File: src/rtl/key_conditioner.sv
// Four-button front-end: synchronise the active-low keys, debounce them, and emit
// press/auto-repeat strobes, with pulses suppressed while an opposing pair is held.
module key_conditioner #(
    parameter int DEBOUNCE_CYCLES = 100000,
    parameter int REPEAT_DELAY    = 3000000,
    parameter int REPEAT_PERIOD   = 500000
) (
    input  logic       keyCLK,
    input  logic       reset,
    input  logic [3:0] keyRaw,
    output logic [3:0] key,
    output logic [3:0] keyPulse
);

    localparam int DB_W    = $clog2(DEBOUNCE_CYCLES);
    localparam int RPT_MAX = (REPEAT_DELAY > REPEAT_PERIOD) ? REPEAT_DELAY : REPEAT_PERIOD;
    localparam int RPT_W   = $clog2(RPT_MAX);

    localparam logic [DB_W-1:0]  DB_LAST     = DB_W'(DEBOUNCE_CYCLES - 1);
    localparam logic [RPT_W-1:0] DELAY_LAST  = RPT_W'(REPEAT_DELAY - 1);
    localparam logic [RPT_W-1:0] PERIOD_LAST = RPT_W'(REPEAT_PERIOD - 1);

    typedef enum logic [1:0] {
        IDLE,
        DELAY,
        REPEAT
    } rpt_state_t;

    logic [3:0]       sync_p0;
    logic [3:0]       sync_p1;
    logic [DB_W-1:0]  db_cnt [4];
    logic [3:0]       db_done;
    logic [3:0]       key_nxt;
    logic [3:0]       pair_mask;
    logic [3:0]       rpt_fire;
    rpt_state_t       rpt_state [4];
    logic [RPT_W-1:0] rpt_cnt [4];

    // Stage p0/p1: two-flop synchroniser, inverted so 1 means pressed
    always_ff @(posedge keyCLK) begin
        if (reset) begin
            sync_p0 <= '0;
            sync_p1 <= '0;
        end else begin
            sync_p0 <= ~keyRaw;
            sync_p1 <= sync_p0;
        end
    end

    // The FSMs and the pair mask look at key_nxt so that a press pulse, a
    // suppressed repeat on release, and the mask all line up with the key edge.
    always_comb begin
        db_done = '0;
        for (int i = 0; i < 4; i++) begin
            db_done[i] = (sync_p1[i] != key[i]) && (db_cnt[i] == DB_LAST);
        end
        key_nxt   = key ^ db_done;
        pair_mask = {{2{key_nxt[3] & key_nxt[2]}}, {2{key_nxt[1] & key_nxt[0]}}};
    end

    // Stage debounce: accept a level only after DEBOUNCE_CYCLES stable samples
    always_ff @(posedge keyCLK) begin
        if (reset) begin
            key <= '0;
            for (int i = 0; i < 4; i++) begin
                db_cnt[i] <= '0;
            end
        end else begin
            key <= key_nxt;
            for (int i = 0; i < 4; i++) begin
                if ((sync_p1[i] == key[i]) || db_done[i]) begin
                    db_cnt[i] <= '0;
                end else begin
                    db_cnt[i] <= db_cnt[i] + 1'b1;
                end
            end
        end
    end

    always_comb begin
        rpt_fire = '0;
        for (int i = 0; i < 4; i++) begin
            case (rpt_state[i])
                IDLE:    rpt_fire[i] = key_nxt[i] & ~key[i];
                DELAY:   rpt_fire[i] = key_nxt[i] && (rpt_cnt[i] == DELAY_LAST);
                REPEAT:  rpt_fire[i] = key_nxt[i] && (rpt_cnt[i] == PERIOD_LAST);
                default: rpt_fire[i] = 1'b0;
            endcase
        end
    end

    // Stage repeat: per-key IDLE/DELAY/REPEAT machines; mask applies only to the strobe
    always_ff @(posedge keyCLK) begin
        if (reset) begin
            keyPulse <= '0;
            for (int i = 0; i < 4; i++) begin
                rpt_state[i] <= IDLE;
                rpt_cnt[i]   <= '0;
            end
        end else begin
            keyPulse <= rpt_fire & ~pair_mask;
            for (int i = 0; i < 4; i++) begin
                case (rpt_state[i])
                    IDLE: begin
                        rpt_cnt[i] <= '0;
                        if (key_nxt[i] & ~key[i]) begin
                            rpt_state[i] <= DELAY;
                        end
                    end
                    DELAY: begin
                        if (!key_nxt[i]) begin
                            rpt_state[i] <= IDLE;
                            rpt_cnt[i]   <= '0;
                        end else if (rpt_cnt[i] == DELAY_LAST) begin
                            rpt_state[i] <= REPEAT;
                            rpt_cnt[i]   <= '0;
                        end else begin
                            rpt_cnt[i] <= rpt_cnt[i] + 1'b1;
                        end
                    end
                    REPEAT: begin
                        if (!key_nxt[i]) begin
                            rpt_state[i] <= IDLE;
                            rpt_cnt[i]   <= '0;
                        end else if (rpt_cnt[i] == PERIOD_LAST) begin
                            rpt_cnt[i] <= '0;
                        end else begin
                            rpt_cnt[i] <= rpt_cnt[i] + 1'b1;
                        end
                    end
                    default: begin
                        rpt_state[i] <= IDLE;
                        rpt_cnt[i]   <= '0;
                    end
                endcase
            end
        end
    end

endmodule

File: config.mk
export PLATFORM = sky130hd
export DESIGN_NAME = key_conditioner
export DESIGN_NICKNAME = d
export VERILOG_FILES = /design/src/rtl/key_conditioner.sv
export SDC_FILE = /design/constraint.sdc
export NUM_CORES = 1
export LEC_CHECK = 0
export ABC_CLOCK_PERIOD_IN_PS = 3000
export CAP_MARGIN = 40
export CELL_PAD_IN_SITES_DETAIL_PLACEMENT = 0
export CELL_PAD_IN_SITES_GLOBAL_PLACEMENT = 2
export CORE_ASPECT_RATIO = 0.8
export CORE_UTILIZATION = 42
export DETAILED_ROUTE_END_ITERATION = 8
export PLACE_DENSITY = 0.78
export SLEW_MARGIN = 20
export SYNTH_ARGS = -nofsm -noshare
export SYNTH_HDL_FRONTEND = slang
export SYNTH_SLANG_ARGS = --single-unit
File: constraint.sdc
create_clock -name keyCLK -period 3 [get_ports keyCLK]
set_input_delay 0.6 -clock keyCLK [delete_from_list [all_inputs] [get_ports keyCLK]]
set_output_delay 0.6 -clock keyCLK [all_outputs]
set_load 0.03 [all_outputs]
==> flow_summary.ini, run 1 <==
[yosys]
async_flop_share_pct = 0
synthTopCellsByArea = edfxtp_1 50%, nor2_1 7.4%, xor2_1 6.3%
yosysSeqAreaShare_pct = 53.0
synth_common_cells = 194 x nor2_1, 164 x edfxtp_1, 71 x xor2_1, 66 x xnor2_1, 62 x nand3_1
yosysMostFrequentCell = nor2_1
synth_xor_area_share_pct = 12.1
yosysTopAreaCell = edfxtp_1
ys_ff_latch = 180
syn_area_um2 = 9900
synth-adder-area-share_pct = 3.16
ys_dominant_reg_cell = edfxtp_1
synth_edf_count = 164
synth_top_cell_area_share_pct = 49.8
synth_simple_gate_area_share_pct = 26.1
syn_area_per_cell_um2 = 10.4
synth_top_family_by_area = simple AND/OR/NAND/NOR gates
synthDistinctLibCells = 50
yosys_warnings = 0
synth-compound-area-share_pct = 2.45
synthMuxAreaShare_pct = 0.733
synth_cells = 954

[setup_path]
crit_fanout = 22
max_stage_delay_ns = 0.60
crit_arrival_ns = 2.73
end_kind = register
required_ns = 3.17
critPathKind = register to register
crit_path_start_kind = register
critical-path-slowest-cell = or4_4
crit_chain = or4_4 > nor4_4 > mux2i_1 > a2111o_1 > buf_4 > nor2_1

[clock_network]
cts_tree = done
cts_resized = 0
cts_buffers = 17
post_cts_buffers = 0
htreeDepth = 4
cts_root_buf = clkbuf_16
path_clk_slew_ns = 0.07
clock-sinks = 180
clock_path_buffers = 2
cts_hold_buf = 0
clk_latency_ns = 0.43

[sta]
hold_violations = 0
max_slew_margin_pct = 48.1
fin_crit_ns = 2.56
holdWs_ns = 0.437
setup_ws_ns = 0.441
clock.fmax_mhz = 391
worst_slew_pin_slew_ns = 0.772
fin_skew_ns = 0.0139
finalCritPeriodShare_pct = 85.3
tns_ns = 0
setup_viol = 0
final_max_slew_viol_count = 0
rsz0062_at_grt = no

[global_route]
grt_pass1_vias = 6453
grt_pass1_wl_um = 32600
antenna_found_initial = 0
grt_util_met1_pct = 26.2
gr-usage-all-layers_pct = 16.6
overflow = 0
grt_max_degree = 23
busiest_layer = met1
globalRouteMet2Util_pct = 23.3
grtUsageMet3_pct = 2.95

[pwr]
p_leak_nw = 3.80
irDropWorstVdd_v = 0.000362
pwr_density_cell_nw_per_um2 = 508

[worst_hold_path]
hold_path.class = register to register

[placement]
placed_cell_area_um2 = 10700
place.gp.congestion = 0.754
port_buffers = 13
place_ws_ns = 0.380
dp_hpwl_um = 13300

[routing]
detailroute.via_count = 6786
drtAntennaViolNets = 0
routed_via_density = 4.98
drt_drc_violations_left = 0
avgRoutedWirePerCell_um = 14.0
routed_wirelength_um = 19100
first_iter_violations = 389
drt-pass1-iter-count = 4

[floorplan]
floorplan.initialDensity_pct = 43.4
num_io_pins = 14
row_count = 49
core_area_um2 = 22800
die_h_um = 139
die_w_um = 174
die_area_um2 = 24200

[final_layout]
area_growth_pct = 13.8
antenna_cells = 0
drive_above_1_share_pct = 4.54
fillCellCount = 2229
nets = 1075
final_area_um2 = 11300

[job]
maxCapViolCount = 0

[status]
status = finished, final reports clean
report_power, final:
| part | switching (mW) | internal [mW] |
|---|---|---|
| logic | 0.184 | 0.143 |
| clock network | 0.994 | 1.33 |
| registers | 0.178 | 2.90 |
final timing paths:
kind,slack (ns),cells after the start,to,startpoint
worst max register to register,0.44,6,rpt_cnt[2][14],db_cnt[2][12]
worst min-delay path,0.44,1,sync_p1[3],sync_p0[3]
worst max-delay path,0.44,6,rpt_cnt[2][14],db_cnt[2][12]
worst min register to register,0.44,1,sync_p1[3],sync_p0[3]
critical path, delay by kind of cell (launching register included):
kind	cells	cell delay (ns)
compound gates	1	0.16
simple gates	3	0.95
mux	1	0.46
flops	1	0.48
buf+inv	1	0.25
metrics by stage:
stage	power (mW)	util (%)	std cells
after floorplan	3.33	-	1021
after global placement	3.46	46.7	1331
after detailed placement	3.45	46.7	1331
after CTS	5.80	49.4	1363
after global routing	5.96	49.4	1363
final	5.72	49.4	1363
layout by cell type (no fill, tap or decap), types with 19 or more instances in the layout:
cell,netlist,layout
nand4_1,38,38
nand3_1,62,62
nor2_1,194,194
ha_1,25,25
edfxtp_1,164,164
nand2_1,58,58
xnor2_1,66,66
conb_1,1,68
nor3_1,27,27
inv_1,36,36
and3_1,24,24
xor2_1,71,71
nor4_1,19,19
cell type report:
| class | instances | area (um2) | area share, % |
|---|---|---|---|
| Multi-Input combinational cell | 783 | 4660 | 41.4 |
| Clock buffer | 19 | 433 | 3.85 |
| Sequential cell | 180 | 5250 | 46.6 |
| Timing Repair Buffer | 26 | 228 | 2.02 |
| Tap cell | 306 | 383 | 3.40 |
| Clock inverter | 13 | 170 | 1.51 |
| Inverter | 36 | 135 | 1.20 |
flip-flops by register name, summed over array words and instances (netlist names):
signal,count
sync_p0,4
rpt_cnt,88
keyPulse,4
sync_p1,4
key,4
db_cnt,68
rpt_state,8
metal layers:
metal | share of wire [%] | vias to the layer above
met5 | 0 | -
met4 | 0.82 | 0
met3 | 2.1 | 13
met2 | 41 | 52
met1 | 57 | 3171
li1 | - | 3550
kinds of logic after synthesis:
group                      after synthesis
DFF                                    180
xor gates and xnor gates               137
muxes                                    7
adders and majority gates               25
buffers and inverters                   58
other                                    1
AOI/OAI and AO/OA                       39
and+or+nand+nor                        507
(Power assumes the default switching activity.)
==> run 2: changes to the inputs <==
Settings changed: CAP_MARGIN 40 to 20.
==> results of run 2 <==
Same layout as run 1: the final DEF is identical, and so are final timing and power.
==> run 3: changes to the inputs <==
Settings changed: CORE_MARGIN from default to 1.5.
==> flow_summary.ini, run 3 (synthesized netlist as in run 1, its figures left out) <==
[pwr]
seq_power_share_pct = 54.1
pwr_density_cell_nw_per_um2 = 504
combPwrFrac_pct = 5.8
power_switching_mw = 1.37
p_leak_nw = 3.81
switching_share_pct = 24.2
internal-power_mw = 4.30
clkPwrFrac_pct = 40.1
irDropWorstVdd_v = 0.000356

[sta]
setup_viol = 0
fin_crit_ns = 2.69
clock.fmax_mhz = 371
tns_ns = 0
fin_skew_ns = 0.0136
worst_slew_pin_slew_ns = 0.766
setup_ws_ns = 0.307
hold_violations = 0
rsz0062_at_grt = no
holdWs_ns = 0.441
max_slew_margin_pct = 48.4
finalCritPeriodShare_pct = 89.8
final_max_slew_viol_count = 0

[global_route]
grt_pass1_wl_um = 33400
grt_max_degree = 23
overflow = 0
gr-usage-all-layers_pct = 16.8
antenna_found_initial = 2
grt_pass1_vias = 6511

[clock_network]
cts_tree = done
cts_resized = 0
htreeDepth = 4
clock-sinks = 180
cts_hold_buf = 0
post_cts_buffers = 0
cts_root_buf = clkbuf_16
clk_latency_ns = 0.44
cts_buffers = 17
clock_path_buffers = 2
path_clk_slew_ns = 0.07

[final_layout]
utilization_pct = 48.4
largest_register_ff_count = 88
fillCellCount = 2250
top_register = rpt_cnt
reg_top3 = rpt_cnt (88), db_cnt (68), rpt_state (8)
layout_commonest_cell = nor2_1
fin_cells = 1372
final_cell_mix = 194 x nor2_1, 164 x edfxtp_1, 71 x xor2_1
area_growth_pct = 13.9
nets = 1077
drive_above_1_share_pct = 4.91

[routing]
routed_via_density = 4.96
routed_wirelength_um = 19100
detailroute.via_count = 6805
first_iter_violations = 447
drt_drc_violations_left = 0
drt-pass1-iter-count = 4
avgRoutedWirePerCell_um = 13.9
drtAntennaViolNets = 0

[setup_path]
crit_fanout = 22
cp_top_family = simple AND/OR/NAND/NOR gates
crit_arrival_ns = 2.85
end_kind = register
critPathLaunch = rpt_cnt[0][11]
required_ns = 3.16
rr_endpoint = rpt_cnt[0][14]
crit_path_start_kind = register
reg2reg_depth = 5
crit_chain = or4_1 > or4_1 > o21ai_1 > a211o_1 > nor2_1
max_stage_delay_ns = 0.61
crit_buf_inv = 0
crit_path_frequent_cell = or4_1
r2r_slack_ns = 0.31
crit_cells = 5
critPathKind = register to register
r2r-start = rpt_cnt[0][11]
critical-path-slowest-cell = a211o_1
worstSetupEndpoint = rpt_cnt[0][14]

[placement]
place.gp.congestion = 0.767
dp.cells = 1339
port_buffers = 13
dp_hpwl_um = 13100
place_ws_ns = 0.227

[floorplan]
die_h_um = 140
core_area_um2 = 23300
num_io_pins = 14
row_count = 50
die_w_um = 175
die_area_um2 = 24500
floorplan.initialDensity_pct = 42.5

[job]
maxCapViolCount = 0

[worst_hold_path]
hp-start = sync_p0[2]
hold_path.class = register to register

[status]
status = finished, final reports clean
run 3: cell types whose count changed in the layout (fill, tap and decap cells not counted), sizes merged:
cell    before  now
clkinv       3    5
buf         13   15
bufinv       3    2
inv         41   40
diode        0    1
run 3: layout make-up:
cell class	count	area (um2)	area share, %
antenna	1	2.50	0.0222
clock buffer	19	443	3.93
clock inverter	13	146	1.30
inverter	36	135	1.20
multi-input combinational	783	4660	41.4
sequential	180	5250	46.5
tap	312	390	3.46
timing repair buffer	28	243	2.15
run 3: worst min-delay path by stage:
stage	to	cells past startpoint
finish	sync_p1[2]	1
global route	sync_p1[2]	1
CTS	sync_p1[0]	1
detailed placement	sync_p1[0]	1
global placement	sync_p1[2]	1
floorplan	sync_p1[0]	1
run 3: metrics by stage:
step / total power, mW / cell area [um2]
floorplan: 3.33 / 10100
global placement: 3.46 / 10700
detailed placement: 3.45 / 10700
CTS: 5.75 / 11300
global route: 5.92 / 11300
finish: 5.68 / 11300
run 3: power groups by stage:
stage	clock network [mW]	logic (mW)	registers [mW]
final	2.28	0.331	3.07
after global routing	2.44	0.385	3.10
after CTS	2.35	0.334	3.07
after detailed placement	0	0.330	3.12
after global placement	0	0.334	3.12
after floorplan	0	0.261	3.07
run 3: layer usage:
layer,GRT usage [%],up-vias,wire length (um)
li1,-,3553,-
met2,23.0,59,7640
met5,0,-,13
met3,3.50,13,589
met1,26.3,3178,10600
met4,5.26,2,213
